--- src/rtl/count_match_pkg.sv ---
// Shared types and helpers for the count-match timer: sequencer state encoding,
// default geometry of the upstream mod-N counter, and a saturating increment.
package count_match_pkg;

    typedef enum logic [1:0] {
        IDLE  = 2'd0,
        ARMED = 2'd1,
        DONE  = 2'd2
    } state_t;

    localparam int MOD_MAX_DEF = 4;
    localparam int CNT_W_DEF   = 3;
    localparam int RPT_W_DEF   = 8;
    // Narrowest count bus able to carry the terminal value.
    localparam int CNT_W_MIN   = $clog2(MOD_MAX_DEF + 1);

    function automatic logic [31:0] sat_inc(input logic [31:0] v, input logic [31:0] max_v);
        return (v >= max_v) ? max_v : v + 32'd1;
    endfunction

endpackage

--- src/rtl/count_match_timer_if.sv ---
// Bus bundle between the timer and its environment. COUNT_MATCH_IRQ_EN adds the
// interrupt pair (irq/irq_clr); without it those signals do not exist.
interface count_match_timer_if
    import count_match_pkg::*;
#(
    parameter int CNT_W = CNT_W_DEF,
    parameter int RPT_W = RPT_W_DEF
);
    logic [CNT_W-1:0] count;
    logic [CNT_W-1:0] cmp_val;
    logic             cmp_load;
    logic             arm;
    logic             disarm;
    logic [RPT_W-1:0] repeat_n;
    logic             match_pulse;
    logic             wrap_pulse;
    logic             busy;
    logic             done;
    logic             cmp_err;
    logic [RPT_W-1:0] match_total;
`ifdef COUNT_MATCH_IRQ_EN
    logic             irq;
    logic             irq_clr;

    modport master (
        output count, cmp_val, cmp_load, arm, disarm, repeat_n, irq_clr,
        input  match_pulse, wrap_pulse, busy, done, cmp_err, match_total, irq
    );
    modport slave (
        input  count, cmp_val, cmp_load, arm, disarm, repeat_n, irq_clr,
        output match_pulse, wrap_pulse, busy, done, cmp_err, match_total, irq
    );
`else
    modport master (
        output count, cmp_val, cmp_load, arm, disarm, repeat_n,
        input  match_pulse, wrap_pulse, busy, done, cmp_err, match_total
    );
    modport slave (
        input  count, cmp_val, cmp_load, arm, disarm, repeat_n,
        output match_pulse, wrap_pulse, busy, done, cmp_err, match_total
    );
`endif
endinterface

--- src/rtl/count_edge_detect.sv ---
// Tracks the previous count value, flags a change, and strobes one cycle after
// the counter rolls from its terminal value back to zero.
module count_edge_detect
    import count_match_pkg::*;
#(
    parameter int CNT_W   = CNT_W_DEF,
    parameter int MOD_MAX = MOD_MAX_DEF
) (
    input  logic             clk,
    input  logic             rst,
    input  logic [CNT_W-1:0] count_i,
    output logic             new_val_o,
    output logic             wrap_pulse_o
);
    localparam logic [CNT_W-1:0] MAX_V = CNT_W'(MOD_MAX);

    logic [CNT_W-1:0] count_q;
    logic             wrap_q;
    logic             wrap_d;

    assign new_val_o = (count_i != count_q);
    // Only a terminal->zero step is a wrap; any other drop is an upstream reset.
    assign wrap_d    = (count_q == MAX_V) && (count_i == '0);

    always_ff @(posedge clk) begin
        if (rst) begin
            count_q <= '0;
            wrap_q  <= 1'b0;
        end else begin
            count_q <= count_i;
            wrap_q  <= wrap_d;
        end
    end

    assign wrap_pulse_o = wrap_q;

endmodule

--- src/rtl/count_match_timer.sv ---
// Compare-match sequencer on an upstream mod-N count: loadable compare register,
// armed/repeat/done FSM, saturating match total. Optional irq via COUNT_MATCH_IRQ_EN.
module count_match_timer
    import count_match_pkg::*;
#(
    parameter int CNT_W   = CNT_W_DEF,
    parameter int MOD_MAX = MOD_MAX_DEF,
    parameter int RPT_W   = RPT_W_DEF
) (
    input  logic                clk,
    input  logic                rst,
    count_match_timer_if.slave  bus
);
    localparam logic [CNT_W-1:0] MAX_V     = CNT_W'(MOD_MAX);
    localparam logic [31:0]      TOTAL_MAX = 32'({RPT_W{1'b1}});

    state_t           state_q, state_d;
    logic [CNT_W-1:0] cmp_q, cmp_d;
    logic             cmp_err_q, cmp_err_d;
    logic [RPT_W-1:0] remaining_q, remaining_d;
    logic [RPT_W-1:0] total_q, total_d;
    logic             match_q, match_d;
    logic             new_val;
    logic             hit;

    count_edge_detect #(
        .CNT_W   (CNT_W),
        .MOD_MAX (MOD_MAX)
    ) u_edge (
        .clk          (clk),
        .rst          (rst),
        .count_i      (bus.count),
        .new_val_o    (new_val),
        .wrap_pulse_o (bus.wrap_pulse)
    );

    // A load takes effect next cycle, so a same-cycle hit still sees the old value.
    assign hit = new_val && (bus.count == cmp_q);

    always_comb begin
        cmp_d     = cmp_q;
        cmp_err_d = cmp_err_q;
        if (bus.cmp_load) begin
            if (bus.cmp_val <= MAX_V) cmp_d = bus.cmp_val;
            else                      cmp_err_d = 1'b1;
        end
    end

    always_comb begin
        state_d     = state_q;
        remaining_d = remaining_q;
        match_d     = hit && (state_q == ARMED);
        total_d     = match_d ? RPT_W'(sat_inc(32'(total_q), TOTAL_MAX)) : total_q;
        if (bus.disarm) begin
            state_d     = IDLE;
            remaining_d = '0;
        end else begin
            case (state_q)
                IDLE, DONE: begin
                    if (bus.arm) begin
                        state_d     = ARMED;
                        remaining_d = bus.repeat_n;
                    end
                end
                ARMED: begin
                    // remaining==0 means continuous: never decremented, never done.
                    if (hit && remaining_q == RPT_W'(1)) begin
                        state_d     = DONE;
                        remaining_d = '0;
                    end else if (hit && remaining_q != '0) begin
                        remaining_d = remaining_q - RPT_W'(1);
                    end
                end
                default: state_d = IDLE;
            endcase
        end
    end

    always_ff @(posedge clk) begin
        if (rst) begin
            state_q     <= IDLE;
            cmp_q       <= '0;
            cmp_err_q   <= 1'b0;
            remaining_q <= '0;
            total_q     <= '0;
            match_q     <= 1'b0;
        end else begin
            state_q     <= state_d;
            cmp_q       <= cmp_d;
            cmp_err_q   <= cmp_err_d;
            remaining_q <= remaining_d;
            total_q     <= total_d;
            match_q     <= match_d;
        end
    end

    assign bus.match_pulse = match_q;
    assign bus.busy        = (state_q == ARMED);
    assign bus.done        = (state_q == DONE);
    assign bus.cmp_err     = cmp_err_q;
    assign bus.match_total = total_q;

`ifdef COUNT_MATCH_IRQ_EN
    logic irq_q, irq_d;

    always_comb begin
        irq_d = irq_q;
        if ((state_d == DONE && state_q != DONE) || (cmp_err_d && !cmp_err_q)) irq_d = 1'b1;
        else if (bus.irq_clr)                                                   irq_d = 1'b0;
    end

    always_ff @(posedge clk) begin
        if (rst) irq_q <= 1'b0;
        else     irq_q <= irq_d;
    end

    assign bus.irq = irq_q;
`endif

endmodule

--- src/flat_wrapper.sv ---
// flat-port wrapper written by rule: the top's interface ports become plain ports
module count_match_timer_flat import count_match_pkg::*;
#(
    parameter int CNT_W   = CNT_W_DEF,
    parameter int MOD_MAX = MOD_MAX_DEF,
    parameter int RPT_W   = RPT_W_DEF
)
  (clk, rst, bus_count, bus_cmp_val, bus_cmp_load, bus_arm, bus_disarm, bus_repeat_n, bus_match_pulse, bus_wrap_pulse, bus_busy, bus_done, bus_cmp_err, bus_match_total);
  count_match_timer_if #(.CNT_W(CNT_W), .RPT_W(RPT_W)) bus_i ();
  input  logic clk;
  input  logic rst;
  input wire logic [$bits(bus_i.count)-1:0] bus_count;
  input wire logic [$bits(bus_i.cmp_val)-1:0] bus_cmp_val;
  input wire logic [$bits(bus_i.cmp_load)-1:0] bus_cmp_load;
  input wire logic [$bits(bus_i.arm)-1:0] bus_arm;
  input wire logic [$bits(bus_i.disarm)-1:0] bus_disarm;
  input wire logic [$bits(bus_i.repeat_n)-1:0] bus_repeat_n;
  output wire logic [$bits(bus_i.match_pulse)-1:0] bus_match_pulse;
  output wire logic [$bits(bus_i.wrap_pulse)-1:0] bus_wrap_pulse;
  output wire logic [$bits(bus_i.busy)-1:0] bus_busy;
  output wire logic [$bits(bus_i.done)-1:0] bus_done;
  output wire logic [$bits(bus_i.cmp_err)-1:0] bus_cmp_err;
  output wire logic [$bits(bus_i.match_total)-1:0] bus_match_total;
  assign bus_i.count = bus_count;
  assign bus_i.cmp_val = bus_cmp_val;
  assign bus_i.cmp_load = bus_cmp_load;
  assign bus_i.arm = bus_arm;
  assign bus_i.disarm = bus_disarm;
  assign bus_i.repeat_n = bus_repeat_n;
  assign bus_match_pulse = bus_i.match_pulse;
  assign bus_wrap_pulse = bus_i.wrap_pulse;
  assign bus_busy = bus_i.busy;
  assign bus_done = bus_i.done;
  assign bus_cmp_err = bus_i.cmp_err;
  assign bus_match_total = bus_i.match_total;
  count_match_timer #(.CNT_W(CNT_W), .MOD_MAX(MOD_MAX), .RPT_W(RPT_W)) u_core (.clk(clk), .rst(rst), .bus(bus_i));
endmodule
--- config.mk ---
export PLATFORM = sky130hd
export DESIGN_NAME = count_match_timer_flat
export DESIGN_NICKNAME = d
export VERILOG_FILES = /design/src/rtl/count_match_pkg.sv /design/src/rtl/count_match_timer_if.sv /design/src/rtl/count_edge_detect.sv /design/src/rtl/count_match_timer.sv /design/src/flat_wrapper.sv
export SDC_FILE = /design/constraint.sdc
export NUM_CORES = 1
export LEC_CHECK = 0
export CAP_MARGIN = 10
export CORE_MARGIN = 8
export CORE_UTILIZATION = 54
export DETAILED_ROUTE_END_ITERATION = 7
export HOLD_SLACK_MARGIN = 0.06
export PLACE_DENSITY = 0.84
export SETUP_SLACK_MARGIN = 0.1
export SLEW_MARGIN = 20
export SYNTH_ARGS = -nofsm -noshare
export SYNTH_HDL_FRONTEND = slang
export SYNTH_SLANG_ARGS = --single-unit
--- constraint.sdc ---
create_clock -name clk -period 5.1 [get_ports clk]
set_clock_uncertainty 0.15 [all_clocks]
set_input_delay 1.275 -clock clk [delete_from_list [all_inputs] [get_ports clk]]
set_output_delay 1.275 -clock clk [all_outputs]
set_load 0.01 [all_outputs]
* Word-level counts from Yosys, hierarchy flattened
Index checks and enable logic that the tools add are counted.
Storage, ports and cells: register bits 27, output and inout bits 13, logic and storage cells 45
Operators by class: $add $sub $neg 2, $lt $le $gt $ge 2, eq/ne operators 9, mux-type cells 8, bitwise logic cells 1, reduce and logical (&&, ||, !) cells 15
Operators with widths (number):
- $mux 8 | 4
- $pmux 8 s2 | 1
- $add 8x1->8 const B | 1
- $eq 8x1->1 const B | 1
- $ge 8x8->1 const B | 1
- $reduce_bool 8->1 | 1
- $sub 8x1->8 const B | 1
- $reduce_and 2->1 | 3
- $logic_and 1x1->1 | 5
- $mux 2 | 2
- $pmux 2 s2 | 1
- $reduce_or 2->1 | 2
- $eq 3x3->1 | 1
- $eq 3x3->1 const B | 1
- $le 3x3->1 const B | 1
- $logic_not 3->1 | 1
- $ne 3x1->1 const B | 1
- $ne 3x3->1 | 1
- $reduce_and 3->1 | 1
- $eq 2x1->1 const B | 1
- $eq 2x2->1 const B | 1
- $logic_not 2->1 | 1
- $ne 2x1->1 const B | 1
- $ne 2x2->1 const B | 1
- 2 further kinds | 2

* Depth between registers and ports, before layout
Gate-level depths: netlist of the first run.
word-level depth 6, depth in mapped cells 8

* Modules after synthesis
From an unflattened synthesis of the first run, not the netlist that was laid out.
Unflattened totals: cell total of the unflattened synthesis 162, area total of the unflattened synthesis 1436.4 um^2
By module, submodules not included:
- count_match_timer | times used 1, cells each 148, area an instance 1290.0 um^2, sequential area each 460.4 um^2
- count_edge_detect | times used 1, cells each 14, area an instance 146.4 um^2, sequential area each 80.1 um^2

* Worst setup path after synthesis of the first run
No wires, ideal clock.
kind input port to flip-flop, start input bus_count[2], end register u_core.remaining_q[3], library setup time 0.120 ns, arrival time 2.285 ns, data required time 4.830 ns, path slack 2.544 ns, stages on the path 6, path buffers 1, cell sequence xnor2_1 nand4_2 o31a_1 buf_6 o211ai_2 o21ai_1
Between the ends: longest elaborated chain between the ends 5, elaborated cells between the ends (all ways) 9, those cells by class eq/ne (3); mux (2); reduce/logical (4)
Ends and longest elaborated chain:
- start, declared | RTL line flat_wrapper.sv:12 | input wire logic [$bits(bus_i.count)-1:0] bus_count;
- $ne 3x3->1 or $eq 3x3->1 (tied branches) | RTL line count_edge_detect.sv:21, count_match_timer.sv:38
- $logic_and 1x1->1 (*) | RTL line count_match_timer.sv:38 | assign hit = new_val && (bus.count == cmp_q);
- $logic_and 1x1->1, on equally long branches | RTL line count_match_timer.sv:70, count_match_timer.sv:67
- $ne 3x1->1 (no line) or $mux 8 (tied branches)
- $reduce_and 3->1 (no line) or $pmux 8 s2 (tied branches)
- end signal, assigned | RTL line count_match_timer.sv:91 | remaining_q <= remaining_d;
- end, declared | RTL line count_match_timer.sv:20 | logic [RPT_W-1:0] remaining_q, remaining_d;
Every way passes the cells marked *; elsewhere a longest branch is shown, timed or not. A chain may end at the register's enable or synchronous reset.

* Worst setup path in the final report of the first run
start register u_core.state_q[1], end output bus_busy
Between the ends: longest elaborated chain between the ends 1
Ends and longest elaborated chain:
- start, declared | RTL line count_match_timer.sv:17 | state_t state_q, state_d;
- start signal, assigned | RTL line count_match_timer.sv:88 | state_q <= state_d;
- $eq 2x1->1 | RTL line count_match_timer.sv:98 | assign bus.busy = (state_q == ARMED);
- end, declared | RTL line flat_wrapper.sv:20 | output wire logic [$bits(bus_i.busy)-1:0] bus_busy;
No other way between the ends.

==> results.sh, run 1 <==
export IMPL_timing_critical_path_to="bus_busy"
export IMPL_worst_setup_hold_path_clk_slew_ns=0.14
export IMPL_post_synth_num_cell_types=48
export IMPL_dieHeight_um=69.0
export IMPL_clk_path_buf_depth=2
export IMPL_h_tree_depth=1
export IMPL_synth_cell_area_mm2=0.00152
export IMPL_uppermost_layer_routed="met4"
export IMPL_grt_pass1_vias=1406
export IMPL_core_area_mm2=0.00271
export IMPL_critPathLaunch="u_core.state_q[1]"
export IMPL_insertion_delay_ns=0.34
export IMPL_hp_class="reg -> reg"
export IMPL_final_nets=234
export IMPL_worstRegToRegCells=6
export IMPL_drv_max_cap_violation_count=0
export IMPL_cp_max_fo=16
export IMPL_post_route_cell_area_mm2=0.00184
export IMPL_ir_drop_mv=0.179
export IMPL_pwr_density_cell_mw_per_mm2=215
export IMPL_yosys_warnings=0
export IMPL_root_buffer="sky130_fd_sc_hd__clkbuf_4"
export IMPL_postSynthAreaPerCell_um2=8.33
export IMPL_share_of_layout_cells_above_drive_strength_1_pct=8.10
export IMPL_synth_top_area_cells="sky130_fd_sc_hd__dfxtp_1 (36%), sky130_fd_sc_hd__nand2_1 (6.9%), sky130_fd_sc_hd__nand3_1 (4.0%)"
export IMPL_ys_ff_latch=27
export IMPL_io_buffers=31
export IMPL_status="finished clean"
export IMPL_globalRoute_totalOverflow=0
export IMPL_grt_total_usage_pct=17.0
export IMPL_r2r_start="u_core.state_q[1]"
export IMPL_yosys_area_top_type="sky130_fd_sc_hd__dfxtp_1"
export IMPL_postSynthNetCount=205
export IMPL_wl_met2_um=1840
export IMPL_detail_route_vias_per_cell=6.06
export IMPL_min_period_over_period_pct=67.5
export IMPL_finalCriticalPeriod_ns=3.44
export IMPL_netlist_area_leader_share_pct=35.6
export IMPL_fin_total_pwr_mw=0.397
export IMPL_power_leakage_nw=0.646
export IMPL_chipWidth_um=69.0
export IMPL_fmax_ghz=0.291
export IMPL_placed_cells_incl_taps=237
export IMPL_grt_antenna_before_repair=0
export IMPL_synthMostInstantiatedCell="sky130_fd_sc_hd__nand2_1"
export IMPL_finalSetupTns_ns=0
export IMPL_relSlewSlack_pct=51.7
export IMPL_drt_initial_drc_count=98
export IMPL_dpl_cell_area_mm2=0.00182
export IMPL_antennaDiodeCount=0
export IMPL_grt_pass1_wl_um=6220
export IMPL_post_route_drc_count=0
export IMPL_fin_max_slew_vios=0
export IMPL_worst_ep_arrival_time_ns=2.02
export IMPL_grt_max_degree=20
export IMPL_unrepaired_setup_endpoints_after_global_routing="false"
export IMPL_detailed_place_hpwl_um=2850
export IMPL_cts_resized=0
export IMPL_gp_routability_congestion=0.845
export IMPL_tritoncts="done"
export IMPL_wl_met3_um=255
export IMPL_synthToLayoutAreaGrowth_pct=21.5
export IMPL_detailroute_via_count=1460
export IMPL_effective_utilization_at_floorplan_pct=56.0
export IMPL_fin_util_pct=68.0
export IMPL_synthesis_instances=182
export IMPL_hold_buffer_count_at_cts=0
export IMPL_dr_pass1_iters=4
export IMPL_worst_slack_ns=1.66
export IMPL_synth_yosys_seq_area_share_pct=35.6
export IMPL_number_of_setup_buffers_added_after_cts=0
export IMPL_clock_sinks=27
export IMPL_setup_reg_to_reg_worst_slack_ns=2.71
export IMPL_final_antenna_net_count=0
export IMPL_routedLengthMet1_um=1530
export IMPL_reg2reg_to="u_core.remaining_q[1]"
export IMPL_num_io_pins=32
export IMPL_asyncSetResetFlopFracSynth_pct=0
export IMPL_dominantRegCellSynth="sky130_fd_sc_hd__dfxtp_1"
export IMPL_worst_setup_path_end_kind="output pin"
export IMPL_crit_path_start_kind="flip-flop"
export IMPL_die_area_mm2=0.00476
export IMPL_instances_no_fill=241
export IMPL_setup_viol_count_final=0
export IMPL_dpl_worst_slack_ns=1.67
export IMPL_commonest_cells_post_synth="sky130_fd_sc_hd__nand2_1 (28), sky130_fd_sc_hd__dfxtp_1 (27), sky130_fd_sc_hd__nor2_1 (14), sky130_fd_sc_hd__nand3_1 (12)"
export IMPL_hold_viol_final=0
export IMPL_count_of_fill_cells_added_during_filler_insertion=232
export IMPL_path_class="reg -> out"
export IMPL_cts_inserted_buffers=3
export IMPL_num_rows=19
export IMPL_worstMarginPinSlew_ns=0.725
export IMPL_synth_edff_count=0
export IMPL_holdPathStages=2
export IMPL_fin_worst_hold_slack_ns=0.303
export IMPL_detail_route_wl_per_cell_um=15.3
export IMPL_finalWirelength_um=3680
export IMPL_required_ns=3.67
area by class of cell:
| class | count | area [um^2] | area share, % |
|---|---|---|---|
| well taps | 31 | 38.8 | 2.10 |
| multi-input cells | 141 | 896 | 48.6 |
| inverters | 7 | 31.3 | 1.70 |
| flip-flops and latches | 27 | 541 | 29.3 |
| clock buffers | 4 | 26.3 | 1.43 |
| repair buffers | 31 | 310 | 16.8 |
routing by layer:
layer | global-route usage, % | up-vias
met5 | 0 | -
met4 | 10.5 | 0
met3 | 3.07 | 5
met2 | 28.8 | 57
met1 | 19.4 | 676
li1 | - | 722
report_power, final:
| part | switching (mW) | internal, mW | total, mW | leakage [nW] |
|---|---|---|---|---|
| Clock | 0.0641 | 0.0308 | 0.0949 | 0.0150 |
| Combinational | 0.0421 | 0.0360 | 0.0781 | 0.411 |
| Sequential | 0.00608 | 0.217 | 0.224 | 0.220 |
| Total | 0.112 | 0.284 | 0.397 | 0.646 |
registers in the layout, indices dropped and copies added, names as in the netlist:
signal / cells
u_core.remaining_q: 8
u_core.bus.match_pulse: 1
u_core.state_q: 2
u_core.u_edge.count_q: 3
u_core.bus.match_total: 8
u_core.cmp_q: 3
u_core.u_edge.wrap_pulse_o: 1
u_core.bus.cmp_err: 1
placed cells by master, fill, tap and decap left out, drive strengths merged:
cell,netlist,routed
dfxtp,27,27
mux2i,2,2
and3,2,2
a31oi,5,5
nand2,28,28
a22o,1,1
and4,1,1
nor2,14,14
or2,1,1
and2,1,1
nand4,5,5
a211oi,4,4
or4b,1,1
ha,4,4
nor4b,1,1
o211ai,3,3
nor2b,5,5
and4b,3,3
o31ai,2,2
nand3b,1,1
clkdlybuf4s50,0,31
nand2b,2,2
clkbuf,2,4
o21ai,6,6
nor4,3,3
nand3,13,13
o21bai,1,1
a311oi,1,1
a21oi,9,9
a221oi,1,1
a41oi,2,2
inv,6,6
clkinv,1,1
nor3,9,9
xnor2,6,6
o32ai,1,1
o31a,2,2
a32oi,1,1
logic make-up (layout without fill, tap and decap cells):
family / count (synthesis) / after routing / synth area share, %
adders and majority gates: 4 / 4 / 3.30
AOI/OAI and AO/OA: 39 / 39 / 19.8
muxes: 2 / 2 / 1.32
and+or+nand+nor: 90 / 90 / 31.2
DFF: 27 / 27 / 35.6
xor gates and xnor gates: 6 / 6 / 3.47
buffers and inverters: 14 / 42 / 5.28
critical path, cell delays in order, from the launching register on:
cell,delay (ns)
sky130_fd_sc_hd__dfxtp_1,0.35
sky130_fd_sc_hd__nand2b_1,0.58
sky130_fd_sc_hd__clkinv_4,0.22
sky130_fd_sc_hd__clkdlybuf4s50_1,0.54
worst min path at each step:
stage / from / to / slack (ns)
floorplan: u_core.u_edge.count_q[1] / u_core.u_edge.wrap_pulse_o / 0.27
global placement: u_core.bus.cmp_err / u_core.bus.cmp_err / 0.29
detailed placement: u_core.bus.cmp_err / u_core.bus.cmp_err / 0.29
CTS: u_core.bus.cmp_err / u_core.bus.cmp_err / 0.31
global route: u_core.u_edge.count_q[0] / u_core.u_edge.wrap_pulse_o / 0.34
finish: u_core.bus.cmp_err / u_core.bus.cmp_err / 0.30
Power figures use the tool's default switching activity.
==> inputs of run 2 (changes only) <==
--- a/config.mk
+++ b/config.mk
@@ -7,10 +7,10 @@
 export LEC_CHECK = 0
 export CAP_MARGIN = 10
 export CORE_MARGIN = 8
-export CORE_UTILIZATION = 54
+export CORE_UTILIZATION = 45
 export DETAILED_ROUTE_END_ITERATION = 7
 export HOLD_SLACK_MARGIN = 0.06
-export PLACE_DENSITY = 0.84
+export PLACE_DENSITY = 0.75
 export SETUP_SLACK_MARGIN = 0.1
 export SLEW_MARGIN = 20
 export SYNTH_ARGS = -nofsm -noshare
==> constraint.sdc (replaced) <==
create_clock -name clk -period 3 [get_ports clk]
set_clock_uncertainty 0.15 [all_clocks]
set_input_delay 0.75 -clock clk [delete_from_list [all_inputs] [get_ports clk]]
set_output_delay 0.75 -clock clk [all_outputs]
set_load 0.01 [all_outputs]
==> results.sh, run 2 (synthesis results as in run 1) <==
export IMPL_gp_routability_congestion=0.903
export IMPL_cp_max_fo=8
export IMPL_worstMarginPinSlew_ns=0.476
export IMPL_hold_buffer_count_at_cts=0
export IMPL_fin_worst_hold_slack_ns=0.302
export IMPL_dr_pass1_iters=4
export IMPL_critPathLaunch="u_core.state_q[1]"
export IMPL_placed_cells_incl_taps=257
export IMPL_chipWidth_um=74.1
export IMPL_detailroute_via_count=1428
export IMPL_synthToLayoutAreaGrowth_pct=25.5
export IMPL_fin_max_slew_vios=0
export IMPL_worst_slack_ns=0.591
export IMPL_dieHeight_um=74.1
export IMPL_relSlewSlack_pct=68.2
export IMPL_instances_no_fill=261
export IMPL_most_common_layout_cells="sky130_fd_sc_hd__clkdlybuf4s50_1 (31), sky130_fd_sc_hd__nand2_1 (28), sky130_fd_sc_hd__dfxtp_1 (27), sky130_fd_sc_hd__nor2_1 (14), sky130_fd_sc_hd__nand3_1 (12)"
export IMPL_tritoncts="done"
export IMPL_worst_setup_hold_path_clk_slew_ns=0.16
export IMPL_clock_sinks=27
export IMPL_cp_cell_instances="nand2b_1 > clkinv_4 > clkdlybuf4s50_1"
export IMPL_required_ns=2.10
export IMPL_hold_viol_final=0
export IMPL_path_class="reg -> out"
export IMPL_io_buffers=31
export IMPL_layout_cells_most_common="sky130_fd_sc_hd__clkdlybuf4s50_1"
export IMPL_power_share_clock_pct=24.3
export IMPL_detail_route_wl_per_cell_um=13.7
export IMPL_fin_total_pwr_mw=0.684
export IMPL_sw_ratio_pct=28.7
export IMPL_finalWirelength_um=3570
export IMPL_worst_path_max_delay_cell="sky130_fd_sc_hd__clkdlybuf4s50_1"
export IMPL_hp_class="reg -> reg"
export IMPL_grt_antenna_before_repair=0
export IMPL_drv_max_cap_violation_count=0
export IMPL_hold_start="u_core.u_edge.count_q[0]"
export IMPL_worstRegToRegCells=7
export IMPL_setup_viol_count_final=0
export IMPL_crit_path_max_incr_delay_ns=0.54
export IMPL_antennaDiodeCount=0
export IMPL_detail_route_vias_per_cell=5.47
export IMPL_insertion_delay_ns=0.33
export IMPL_r2r_start="u_core.remaining_q[0]"
export IMPL_pwr_density_cell_mw_per_mm2=359
export IMPL_effective_utilization_at_floorplan_pct=46.2
export IMPL_final_antenna_net_count=0
export IMPL_power_leakage_nw=0.668
export IMPL_min_period_over_period_pct=80.3
export IMPL_holdPathStages=1
export IMPL_globalRoute_totalOverflow=0
export IMPL_clk_path_buf_depth=2
export IMPL_sequential_cell_fraction_of_total_power_pct=55.6
export IMPL_drt_initial_drc_count=90
export IMPL_grt_pass1_wl_um=6160
export IMPL_p_int_mw=0.487
export IMPL_h_tree_depth=1
export IMPL_power_combinational_fraction_pct=20.2
export IMPL_status="finished clean"
export IMPL_share_of_layout_cells_above_drive_strength_1_pct=10.7
export IMPL_finalSetupTns_ns=0
export IMPL_number_of_setup_buffers_added_after_cts=0
export IMPL_root_buffer="sky130_fd_sc_hd__clkbuf_4"
export IMPL_whs_endpoint="u_core.u_edge.wrap_pulse_o"
export IMPL_cts_inserted_buffers=3
export IMPL_setup_reg_to_reg_worst_slack_ns=1.04
export IMPL_ir_drop_mv=0.296
export IMPL_dpl_worst_slack_ns=0.287
export IMPL_detailed_place_hpwl_um=2760
export IMPL_grt_pass1_vias=1344
export IMPL_post_route_drc_count=0
export IMPL_cts_resized=0
export IMPL_crit_path_start_kind="flip-flop"
export IMPL_num_rows=21
export IMPL_fmax_ghz=0.415
export IMPL_worst_ep_arrival_time_ns=1.51
export IMPL_die_area_mm2=0.00548
export IMPL_core_area_mm2=0.00328
export IMPL_reg2reg_to="u_core.remaining_q[3]"
export IMPL_power_switching_mw=0.196
export IMPL_unrepaired_setup_endpoints_after_global_routing="false"
export IMPL_grt_max_degree=17
export IMPL_grt_total_usage_pct=13.9
export IMPL_worst_setup_path_end_kind="output pin"
export IMPL_final_nets=239
export IMPL_num_io_pins=32
export IMPL_finalCriticalPeriod_ns=2.41
==> run 2: cell count changes in the layout (fill, tap and decap cells not counted), sizes merged <==
cell / previous run / this run
clkbuf: 4 / 3
clkinvlp: 0 / 1
buf: 0 / 5
==> run 2: per-stage QoR <==
stage	utilization (%)	area [um^2]
2_1_floorplan	-	1520
3_3_place_gp	57.0	1870
3_5_place_dp	57.0	1870
4_1_cts	57.9	1900
5_1_grt	57.9	1900
6_report	57.9	1900
==> run 2: critical path, delay by kind of cell, from the launching register on <==
family | cells | cell delay [ns]
buf+inv | 2 | 0.65
flops | 1 | 0.33
simple gates | 1 | 0.19
==> run 2: power groups by stage <==
stage               sequential, mW  combinational (mW)  clock, mW
global placement             0.387               0.136          0
floorplan                    0.386              0.0881          0
global route                 0.382               0.153      0.184
CTS                          0.380               0.138      0.173
detailed placement           0.387               0.137          0
finish                       0.380               0.138      0.166
==> run 2: how the worst max path moves through the flow <==
stage | endpoint | cells past startpoint
after floorplan | u_core.remaining_q[3] | 6
after global placement | u_core.remaining_q[3] | 7
after detailed placement | u_core.bus.match_total[7] | 6
after CTS | bus_busy | 3
after global routing | bus_busy | 3
final | bus_busy | 3
==> run 2: final cells by class <==
type | count | area [um^2]
tap | 46 | 57.6
clock inverter | 1 | 7.51
fill | 307 | 1380
multi-input combinational | 141 | 896
sequential | 27 | 541
clock buffer | 3 | 22.5
timing repair buffer | 36 | 348
inverter | 7 | 31.3
==> run 2: metal layers <==
layer	vias to the layer above	track usage, %	share of wire, %	wire length (um)
li1	729	-	-	-
met1	651	19.2	49	1760
met2	44	20.8	43	1540
met3	4	3.10	6.6	234
met4	0	3.77	1.1	38
met5	-	0	0	0
